$ cat config.mk
export PLATFORM = sky130hd
export DESIGN_NAME = pipe_stage_skid
export DESIGN_NICKNAME = d
export VERILOG_FILES = /design/src/rtl/pipe_stage_skid.sv
export SDC_FILE = /design/constraint.sdc
export NUM_CORES = 1
export LEC_CHECK = 0
export ABC_AREA = 0
export CORE_MARGIN = 2
export CORE_UTILIZATION = 47
export CTS_BUF_LIST = sky130_fd_sc_hd__clkbuf_16
export DETAILED_ROUTE_END_ITERATION = 10
export GPL_TIMING_DRIVEN = 0
export PLACE_DENSITY_LB_ADDON = 0.15
export SLEW_MARGIN = 20
export SYNTH_ARGS = -nofsm -noshare
export SYNTH_HDL_FRONTEND = slang
export SYNTH_SLANG_ARGS = --single-unit
$ cat constraint.sdc
create_clock -name clk -period 2.1 [get_ports clk]
set_clock_uncertainty 0.15 [all_clocks]
set_input_delay 0.315 -clock clk [delete_from_list [all_inputs] [get_ports clk]]
set_output_delay 0.315 -clock clk [all_outputs]
set_load 0.02 [all_outputs]
$ cat src/rtl/pipe_stage_skid.sv
// Single pipeline stage with registered output and an optional skid entry.
// DEPTH=2 keeps in_ready flop-driven; DEPTH=1 is a plain register stage.
module pipe_stage_skid #(
  parameter int DATA_W = 64,
  parameter int DEPTH  = 2,
  parameter int CNT_W  = 16
) (
  input  logic              clk,
  input  logic              reset,
  input  logic              flush,
  input  logic              in_valid,
  input  logic [DATA_W-1:0] in_data,
  output logic              in_ready,
  output logic              out_valid,
  output logic [DATA_W-1:0] out_data,
  input  logic              out_ready,
  output logic [1:0]        occupancy,
  output logic [CNT_W-1:0]  stall_cnt,
  input  logic              stall_clr
);

  // Encoding doubles as the live-entry count.
  typedef enum logic [1:0] {EMPTY = 2'd0, FULL = 2'd1, SKID = 2'd2} state_t;

  localparam bit HAS_SKID = (DEPTH == 2);
  localparam logic [CNT_W-1:0] CNT_MAX = '1;
  localparam logic [CNT_W-1:0] CNT_ONE = {{(CNT_W-1){1'b0}}, 1'b1};

  state_t            state;
  logic [DATA_W-1:0] main_q;
  logic [DATA_W-1:0] skid_q;

  generate
    if (DEPTH == 2) begin : g_skid
      assign in_ready = (state != SKID);
    end else if (DEPTH == 1) begin : g_single
      assign in_ready = !out_valid || out_ready;
    end else begin : g_bad_depth
      $error("pipe_stage_skid: DEPTH must be 1 or 2");
    end
  endgenerate

  assign out_valid = (state != EMPTY);
  assign out_data  = main_q;
  assign occupancy = state;

  // Non-live entries are forced to zero so a bubble reads as a squashed word.
  always_ff @(posedge clk) begin
    if (!reset || flush) begin
      state  <= EMPTY;
      main_q <= '0;
      skid_q <= '0;
    end else begin
      case (state)
        EMPTY: begin
          if (in_valid) begin
            main_q <= in_data;
            state  <= FULL;
          end
        end
        FULL: begin
          if (out_ready) begin
            if (in_valid) begin
              main_q <= in_data;
            end else begin
              main_q <= '0;
              state  <= EMPTY;
            end
          end else if (in_valid && HAS_SKID) begin
            skid_q <= in_data;
            state  <= SKID;
          end
        end
        SKID: begin
          if (out_ready) begin
            main_q <= skid_q;
            skid_q <= '0;
            state  <= FULL;
          end
        end
        default: begin
          state  <= EMPTY;
          main_q <= '0;
          skid_q <= '0;
        end
      endcase
    end
  end

  always_ff @(posedge clk) begin
    if (!reset || stall_clr) begin
      stall_cnt <= '0;
    end else if (out_valid && !out_ready && stall_cnt != CNT_MAX) begin
      stall_cnt <= stall_cnt + CNT_ONE;
    end
  end

endmodule

# Yosys cells after proc, flatten, opt, wreduce, memory -nomap -nowiden
# Index checks and enable logic that the tools add are counted.
dict set report word_totals {
  register_bits 146
  latch_bits 0
  ram_bits 0
  mem_bits_ro 0
  output_inout_bits 84
  word_cells 42
  memories 0
}
dict set report classes {
  addsub 1
  mul 0
  n_div 0
  order_cmp 0
  eq_ne 11
  shifts 0
  n_mux 14
  bitwise_logic 1
  n_reduce_logical 11
}
# operator count
set ops {}
lappend ops {{$mux W64} 6}
lappend ops {{$pmux W64 S3} 2}
lappend ops {{$add A16 B1 Y16 const B} 1}
lappend ops {{$ne A16 B16 Y1 const B} 1}
lappend ops {{$ne A2 B2 Y1 const B} 6}
lappend ops {{$mux W2} 5}
lappend ops {{$reduce_and A4 Y1} 2}
lappend ops {{$ne A3 B3 Y1 const B} 2}
lappend ops {{$pmux W2 S3} 1}
lappend ops {{$reduce_and A3 Y1} 1}
lappend ops {{$eq A2 B1 Y1 const B} 1}
lappend ops {{$eq A2 B2 Y1 const B} 1}
lappend ops {{$logic_and A1 B1 Y1} 2}
lappend ops {{$logic_not A1 Y1} 2}
lappend ops {{$logic_not A2 Y1} 1}
lappend ops {{$logic_or A1 B1 Y1} 2}
lappend ops {{$reduce_bool A2 Y1} 1}
lappend ops {{$not A1 Y1} 1}

# Longest topological paths before layout
# Gate-level depths: netlist of the first run.
dict set report depth {
  word_depth 3
  depth_mapped 7
}

# Worst setup path after synthesis of the first run
# No wires, ideal clock.
dict set report synth_path {
  kind {reg2reg}
  start {reg state[1], in the netlist occupancy[1]}
  end {reg stall_cnt[15]}
  arrival_time_ns 1.878
  setup_slack_ns 0.002
  path_stages_with_launch 6
  n_path_buf 1
  cell_sequence {dfxtp_1 > buf_2 > o21bai_4 > or4_4 > or4_1 > a21oi_1}
}
dict set report synth_between {
  elab_chain_len 3
}
# item line_no
set synth_lines {}
lappend synth_lines {{from (decl)} 29} ;# state_t state;
lappend synth_lines {{from (signal assigned)} 50} ;# state <= EMPTY;
lappend synth_lines {{from (signal assigned)} 58} ;# state <= FULL;
lappend synth_lines {{from (signal assigned)} 67} ;# state <= EMPTY;
lappend synth_lines {{$reduce_bool A2 Y1} 43} ;# assign out_valid = (state != EMPTY);
lappend synth_lines {{$logic_and A1 B1 Y1 (2 in series)} 93} ;# end else if (out_valid && !out_ready && stall_cnt != CNT_MAX) begin
lappend synth_lines {{to (signal assigned)} 94} ;# stall_cnt <= stall_cnt + CNT_ONE;
lappend synth_lines {{to (decl)} 18} ;# output logic [CNT_W-1:0] stall_cnt,
# No other way between the ends.
# A chain may end at the register's enable or synchronous reset.

# Worst setup path in the final report of the first run
dict set report layout_path {
  start {reg state[0], in the netlist occupancy[0]}
  end {reg stall_cnt[15]}
}
# Same word-level chain as after synthesis.

==> flow_metrics.env, run 1 <==
export IMPL_element_type_at_the_critical_path_end="register"
export IMPL_fraction_of_final_layout_cells_sized_beyond_drive_strength_1_pct=10.1
export IMPL_netlist_instances=556
export IMPL_routabilityCongestion=0.853
export IMPL_final_cells=885
export IMPL_achievable_frequency_mhz=491
export IMPL_ant_nets=0
export IMPL_cts_root_to_sink_buffers=2
export IMPL_effective_utilization_at_floorplan_pct=47.8
export IMPL_grt_start_max_net_pins=17
export IMPL_cts_made_buffers=17
export IMPL_antenna_violations_before_repair=0
export IMPL_die_h_microns=111
export IMPL_synth_seq_cells=146
export IMPL_ys_seq_area_share_pct=54.3
export IMPL_htree_levels=4
export IMPL_report_final_hold_viol_count=0
export IMPL_start_kind="register"
export IMPL_min_path_type="primary input to register"
export IMPL_yosys_warnings=0
export IMPL_drc_errors=0
export IMPL_clk_insertion_delay_late_ns=0.43
export IMPL_arrival_ns=2.24
export IMPL_result_of_the_run="complete, no violations"
export IMPL_grt_pass1_wl_mm=26.4
export IMPL_numPlacedInstances=851
export IMPL_synth_largest_type_area_fraction_pct=54.3
export IMPL_fp_coreArea_sq_um=11300
export IMPL_area_growth_synth_to_final_pct=46.2
export IMPL_synth_top_cells_by_area="dfxtp_1, a222oi_1, nor2_1, a22oi_1, clkbuf_1"
export IMPL_slew_violations=0
export IMPL_initial_drt_pass_iterations=8
export IMPL_final_min_period_ns=2.04
export IMPL_die_area_sq_um=12300
export IMPL_cts_root_buffer_cell="clkbuf_16"
export IMPL_avgSynthCellArea_sq_um=9.68
export IMPL_track_usage_pct=26.4
export IMPL_syn_area_sq_um=5380
export IMPL_synth_nets=627
export IMPL_dp_worst_setup_slack_ns=-0.688
export IMPL_grt_ovfl_total=0
export IMPL_setup_total_negative_slack_ns=0
export IMPL_num_rows=39
export IMPL_peak_ir_drop_on_the_vdd_network_v=0.000740
export IMPL_power_per_cell_area_nw_per_um2=866
export IMPL_detailedRoute_firstIterationViolations=700
export IMPL_worst_slew_pin_tran_ns=0.591
export IMPL_power_leakage_nw=2.71
export IMPL_via_count=5381
export IMPL_num_io_pins=154
export IMPL_synth_top_area_cell="dfxtp_1"
export IMPL_dp_hpwl_mm=11.0
export IMPL_finalNetCount=800
export IMPL_port_buffer_count=152
export IMPL_number_of_unique_standard_cell_types_used_by_synthesis=42
export IMPL_via_count_of_the_first_global_routing_pass=5225
export IMPL_setup_viol_count_final=0
export IMPL_power_total_w=0.00681
export IMPL_crit_path_max_fanout=10
export IMPL_path_class="register to register"
export IMPL_slew_limit_headroom_pct=60.3
export IMPL_clkTransAtPathRegs_ns=0.06
export IMPL_clock_sinks=146
export IMPL_fin_ws_ns=0.0642
export IMPL_wl_per_cell_microns=18.8
export IMPL_drv_cap=0
export IMPL_cts_tree="yes"
export IMPL_layout_worst_path_cycle_share_pct=96.9
export IMPL_totalWireLength_mm=16.6
export IMPL_die_w_microns=111
export IMPL_worst_endpoint_required_ns=2.31
export IMPL_rsz0062_at_grt="no"
export IMPL_post_drt_via_cell_ratio=6.08
export IMPL_antenna_diode_count=0
-- final cells by class --
type                       count  area, sq um
buffer                        51          272
clock buffer                  17          425
clock inverter                15          220
fill                         883         3400
inverter                       1         3.75
multi-input combinational    356         2290
sequential                   146         2930
tap                          143          179
timing repair buffer         156         1550
-- path summary, 6_finish.rpt --
kind	depth (start not counted)	slack [ns]	end	from
worst max-delay path	5	0.06	stall_cnt[15]$_SDFFE_PP0P_	occupancy[0]$_SDFFE_PP0P_
worst min-delay path	4	0.21	occupancy[0]$_SDFFE_PP0P_	out_ready
worst max register to register	5	0.06	stall_cnt[15]$_SDFFE_PP0P_	occupancy[0]$_SDFFE_PP0P_
worst min register to register	2	0.35	out_data[44]$_SDFFE_PP0P_	skid_q[44]$_SDFFE_PP0P_
-- where the power goes --
| group | internal, W | switching (W) | leakage, nW | total (W) |
|---|---|---|---|---|
| clock | 0.00219 | 0.00112 | 0.315 | 0.00332 |
| sequential | 0.00282 | 0.0000293 | 1.18 | 0.00285 |
| combinational | 0.000311 | 0.000332 | 1.21 | 0.000644 |
| total | 0.00532 | 0.00149 | 2.71 | 0.00681 |
-- logic make-up after synthesis --
| group | Yosys count | synth area share, % |
|---|---|---|
| buffers and inverters | 54 | 4.18 |
| flip-flops | 146 | 54.3 |
| AND/OR/NAND/NOR | 190 | 15.6 |
| adder cells (fa/ha/maj) | 1 | 0.232 |
| multiplexers | 3 | 0.558 |
| AO/OA/AOI/OAI | 162 | 25.1 |
-- Yosys cell counts, drive strengths merged --
cell type,count
a211oi,1
nand3,4
inv,1
mux2i,3
o21ba,1
o22ai,1
a21oi,12
a41o,1
and2,1
nor2b,4
clkbuf,38
a31oi,1
o22a,1
a22oi,64
o31ai,5
nand4,10
or3,5
a222oi,64
nand2,8
nand3b,1
a41oi,1
or2,2
dfxtp,146
o21bai,1
nor2,135
and3,1
nand2b,5
nor3,3
ha,1
and2b,1
o31a,2
buf,15
o21a,1
o21ai,6
or4,6
nor3b,1
nor4,3
-- critical path: stages, from the launching register on --
cell      delay [ns]
dfxtp_1         0.36
buf_6           0.15
o21bai_4        0.07
or4_4           0.58
or4_1           0.50
a21oi_1         0.16
-- layer usage --
metal,track usage [%],wire length (microns)
met5,0,0
met2,44.3,8210
met4,8.72,279
met1,32.3,6790
met3,8.53,1330
-- through the flow --
stage | instance area [sq um] | hold WS [ns] | util, %
6_report | 7870 | 0.210 | 69.8
5_1_grt | 7870 | 0.237 | 69.8
4_1_cts | 7780 | 0.204 | 69.0
3_5_place_dp | 7080 | 0.335 | 62.8
3_3_place_gp | 7080 | 0.324 | 62.8
2_1_floorplan | 5380 | 0.316 | -
-- timing repair --
| action | 4_1_cts | 5_1_grt |
|---|---|---|
| pin swaps | 3 | 4 |
| cloned | 0 | 0 |
| buffers inserted | 0 | 3 |
| resized for setup | 25 | 35 |
| setup endpoints to repair | 131 | 124 |
| hold endpoints to repair | 1 | 0 |
| hold buffers | 1 | 0 |
-- layout by cell type, fill, tap and decap left out, drive strengths merged, types with 2 or more instances in the layout --
cell	netlist	routed
nor2	135	135
clkbuf	38	58
a22oi	64	64
nand3	4	4
or3	5	5
clkinv	0	7
or2	2	2
nor4	3	3
nor2b	4	4
mux2i	3	3
clkdlybuf4s50	0	150
inv	1	2
o31a	2	2
nor3	3	3
nand2b	5	5
nand2	8	8
o31ai	5	5
or4	6	6
nand4	10	10
o21ai	6	6
a222oi	64	64
bufinv	0	6
buf	15	13
dfxtp	146	146
dlygate4sd2	0	2
a21oi	12	12
-- state kept, by name, indices dropped and copies added (netlist names) --
| signal | count |
|---|---|
| out_data | 64 |
| occupancy | 2 |
| skid_q | 64 |
| stall_cnt | 16 |
Note: power is estimated with default switching activity, not from simulation.
==> inputs of run 2 (changes only) <==
- CORE_UTILIZATION: 47 -> 43
- SETUP_SLACK_MARGIN: not set -> 0.02
- clock period: 2.1 -> 1.8 ns (I/O delays scaled with it)
==> flow_metrics.env, run 2 (synthesized netlist as in run 1, its figures left out) <==
export IMPL_arrival_ns=2.11
export IMPL_fp_coreArea_sq_um=12100
export IMPL_effective_utilization_at_floorplan_pct=44.4
export IMPL_worst_setup_path_startpoint="occupancy[0]$_SDFFE_PP0P_"
export IMPL_achievable_frequency_mhz=503
export IMPL_power_leakage_nw=3.39
export IMPL_final_fill_count=982
export IMPL_grt_pass1_wl_mm=25.6
export IMPL_timing_rr_start="occupancy[0]$_SDFFE_PP0P_"
export IMPL_crit_path_max_fanout=10
export IMPL_layout_worst_path_cycle_share_pct=111
export IMPL_via_count_of_the_first_global_routing_pass=5177
export IMPL_start_kind="register"
export IMPL_worst_endpoint_required_ns=1.92
export IMPL_final_min_period_ns=1.99
export IMPL_drv_cap=0
export IMPL_die_h_microns=116
export IMPL_postLayoutCoreUtil_pct=67.8
export IMPL_setup_viol_count_final=70
export IMPL_cts_root_buffer_cell="clkbuf_16"
export IMPL_initial_drt_pass_iterations=9
export IMPL_setup_reg_to_reg_worst_slack_ns=-0.19
export IMPL_num_rows=40
export IMPL_report_final_hold_viol_count=0
export IMPL_clk_insertion_delay_late_ns=0.41
export IMPL_power_per_cell_area_nw_per_um2=871
export IMPL_numPlacedInstances=876
export IMPL_fin_hold_ws_ns=0.180
export IMPL_dp_hpwl_mm=10.8
export IMPL_drc_errors=0
export IMPL_finalNetCount=828
export IMPL_multi_input_comb_area_sq_um=2390
export IMPL_num_io_pins=154
export IMPL_wl_per_cell_microns=18.0
export IMPL_via_count=5433
export IMPL_grt_ovfl_total=0
export IMPL_post_drt_via_cell_ratio=5.80
export IMPL_layout_commonest_cell="nor2_1"
export IMPL_fin_ws_ns=-0.190
export IMPL_ff_latch_area_sq_um=2970
export IMPL_cts_root_to_sink_buffers=2
export IMPL_port_buffer_count=152
export IMPL_critical_path_max_stage_delay_ns=0.37
export IMPL_peak_ir_drop_on_the_vdd_network_v=0.000678
export IMPL_setup_total_negative_slack_ns=-7.19
export IMPL_min_path_type="primary input to register"
export IMPL_htree_levels=4
export IMPL_layout_cells_most_common_list="nor2_1, dfxtp_1, dlygate4sd2_1"
export IMPL_routabilityCongestion=0.811
export IMPL_crit_path_top_delay_cell="a222oi_1"
export IMPL_cts_made_buffers=17
export IMPL_ff_to_ff_path_depth=7
export IMPL_worstPathCellList="buf_6, and2b_1, o31a_1, buf_8, buf_8, a222oi_1, nor2_1"
export IMPL_worst_slew_pin_tran_ns=0.535
export IMPL_antenna_violations_before_repair=0
export IMPL_violations="negative setup slack"
export IMPL_fraction_of_final_layout_cells_sized_beyond_drive_strength_1_pct=18.0
export IMPL_slew_limit_headroom_pct=64.3
export IMPL_timing_rr_end="out_data[44]$_SDFFE_PP0P_"
export IMPL_detailedRoute_firstIterationViolations=678
export IMPL_slew_violations=0
export IMPL_track_usage_pct=24.3
export IMPL_totalWireLength_mm=16.9
export IMPL_antenna_diode_count=0
export IMPL_grt_start_max_net_pins=17
export IMPL_clock_sinks=146
export IMPL_rsz0062_at_grt="yes"
export IMPL_result_of_the_run="finished with violations"
export IMPL_dp_worst_setup_slack_ns=-0.863
export IMPL_path_class="register to register"
export IMPL_critical_path_most_common_cell="buf_8"
export IMPL_die_w_microns=116
export IMPL_cts_tree="yes"
export IMPL_die_area_sq_um=13400
export IMPL_clkTransAtPathRegs_ns=0.05
export IMPL_final_cells=936
export IMPL_area_growth_synth_to_final_pct=52.5
export IMPL_element_type_at_the_critical_path_end="register"
export IMPL_worst_setup_path_endpoint="out_data[44]$_SDFFE_PP0P_"
export IMPL_ant_nets=0
-- run 2: cell count changes in the layout (fill, tap and decap cells not counted), sizes merged --
cell           change
buf               +30
bufbuf             +1
bufinv             -5
clkbuf             -1
clkdlybuf4s50     -82
clkinv             +2
clkinvlp           -1
dlygate4sd2       +70
dlymetal6s2s      +10
inv                +2
-- run 2: timing repair --
item | in CTS | in global routing
hold buffers | 1 | 0
hold endpoints to repair | 1 | 0
pin swaps | 25 | 31
setup buffers | 21 | 7
endpoints found under the setup margin | 217 | 151
gates cloned | 2 | 0
gates resized for setup | 131 | 63
-- run 2: critical path: cells and delay by family, from the launching register on --
family	cells	cell delay, ns
compound gates	2	0.65
simple gates	2	0.28
flops	1	0.34
buf+inv	3	0.42
-- run 2: area by class of cell --
cell class                 instances  share of cell area [%]
timing repair buffer             183                    21.4
tap                              168                    2.56
sequential                       146                    36.2
clock buffer                      17                    5.18
inverter                           1                  0.0457
clock inverter                    13                   0.991
multi-input combinational        356                    29.1
buffer                            52                    4.57
-- run 2: worst min path at each step --
stage	start	endpoint	slack (ns)	depth (start not counted)
3_3_place_gp	out_ready	occupancy[1]$_SDFFE_PP0P_	0.31	2
4_1_cts	out_ready	occupancy[0]$_SDFFE_PP0P_	0.16	4
6_report	out_ready	stall_cnt[1]$_SDFFE_PP0P_	0.18	4
2_1_floorplan	in_data[0]	skid_q[0]$_SDFFE_PP0P_	0.28	2
3_5_place_dp	out_ready	occupancy[1]$_SDFFE_PP0P_	0.31	2
5_1_grt	out_ready	stall_cnt[1]$_SDFFE_PP0P_	0.20	4
-- run 2: per-stage QoR --
stage | area [sq um] | total power (W)
2_1_floorplan | 5510 | 0.00376
6_report | 8210 | 0.00715
4_1_cts | 7980 | 0.00716
5_1_grt | 8210 | 0.00742
3_5_place_dp | 7240 | 0.00413
3_3_place_gp | 7240 | 0.00412
-- run 2: routing by layer --
layer	GRT usage (%)	vias up	routed length, microns	share of wire [%]
li1	-	2542	-	-
met1	30.0	2642	7160	42
met2	40.2	228	8200	49
met5	0	-	0	0
met4	7.62	0	232	1.4
met3	8.37	21	1300	7.7
-- run 2: power by group --
part / internal [W] / total, W / leakage (nW) / switching, W
combinational: 0.000388 / 0.000788 / 1.93 / 0.000400
clock: 0.00183 / 0.00306 / 0.265 / 0.00123
sequential: 0.00327 / 0.00330 / 1.19 / 0.0000309
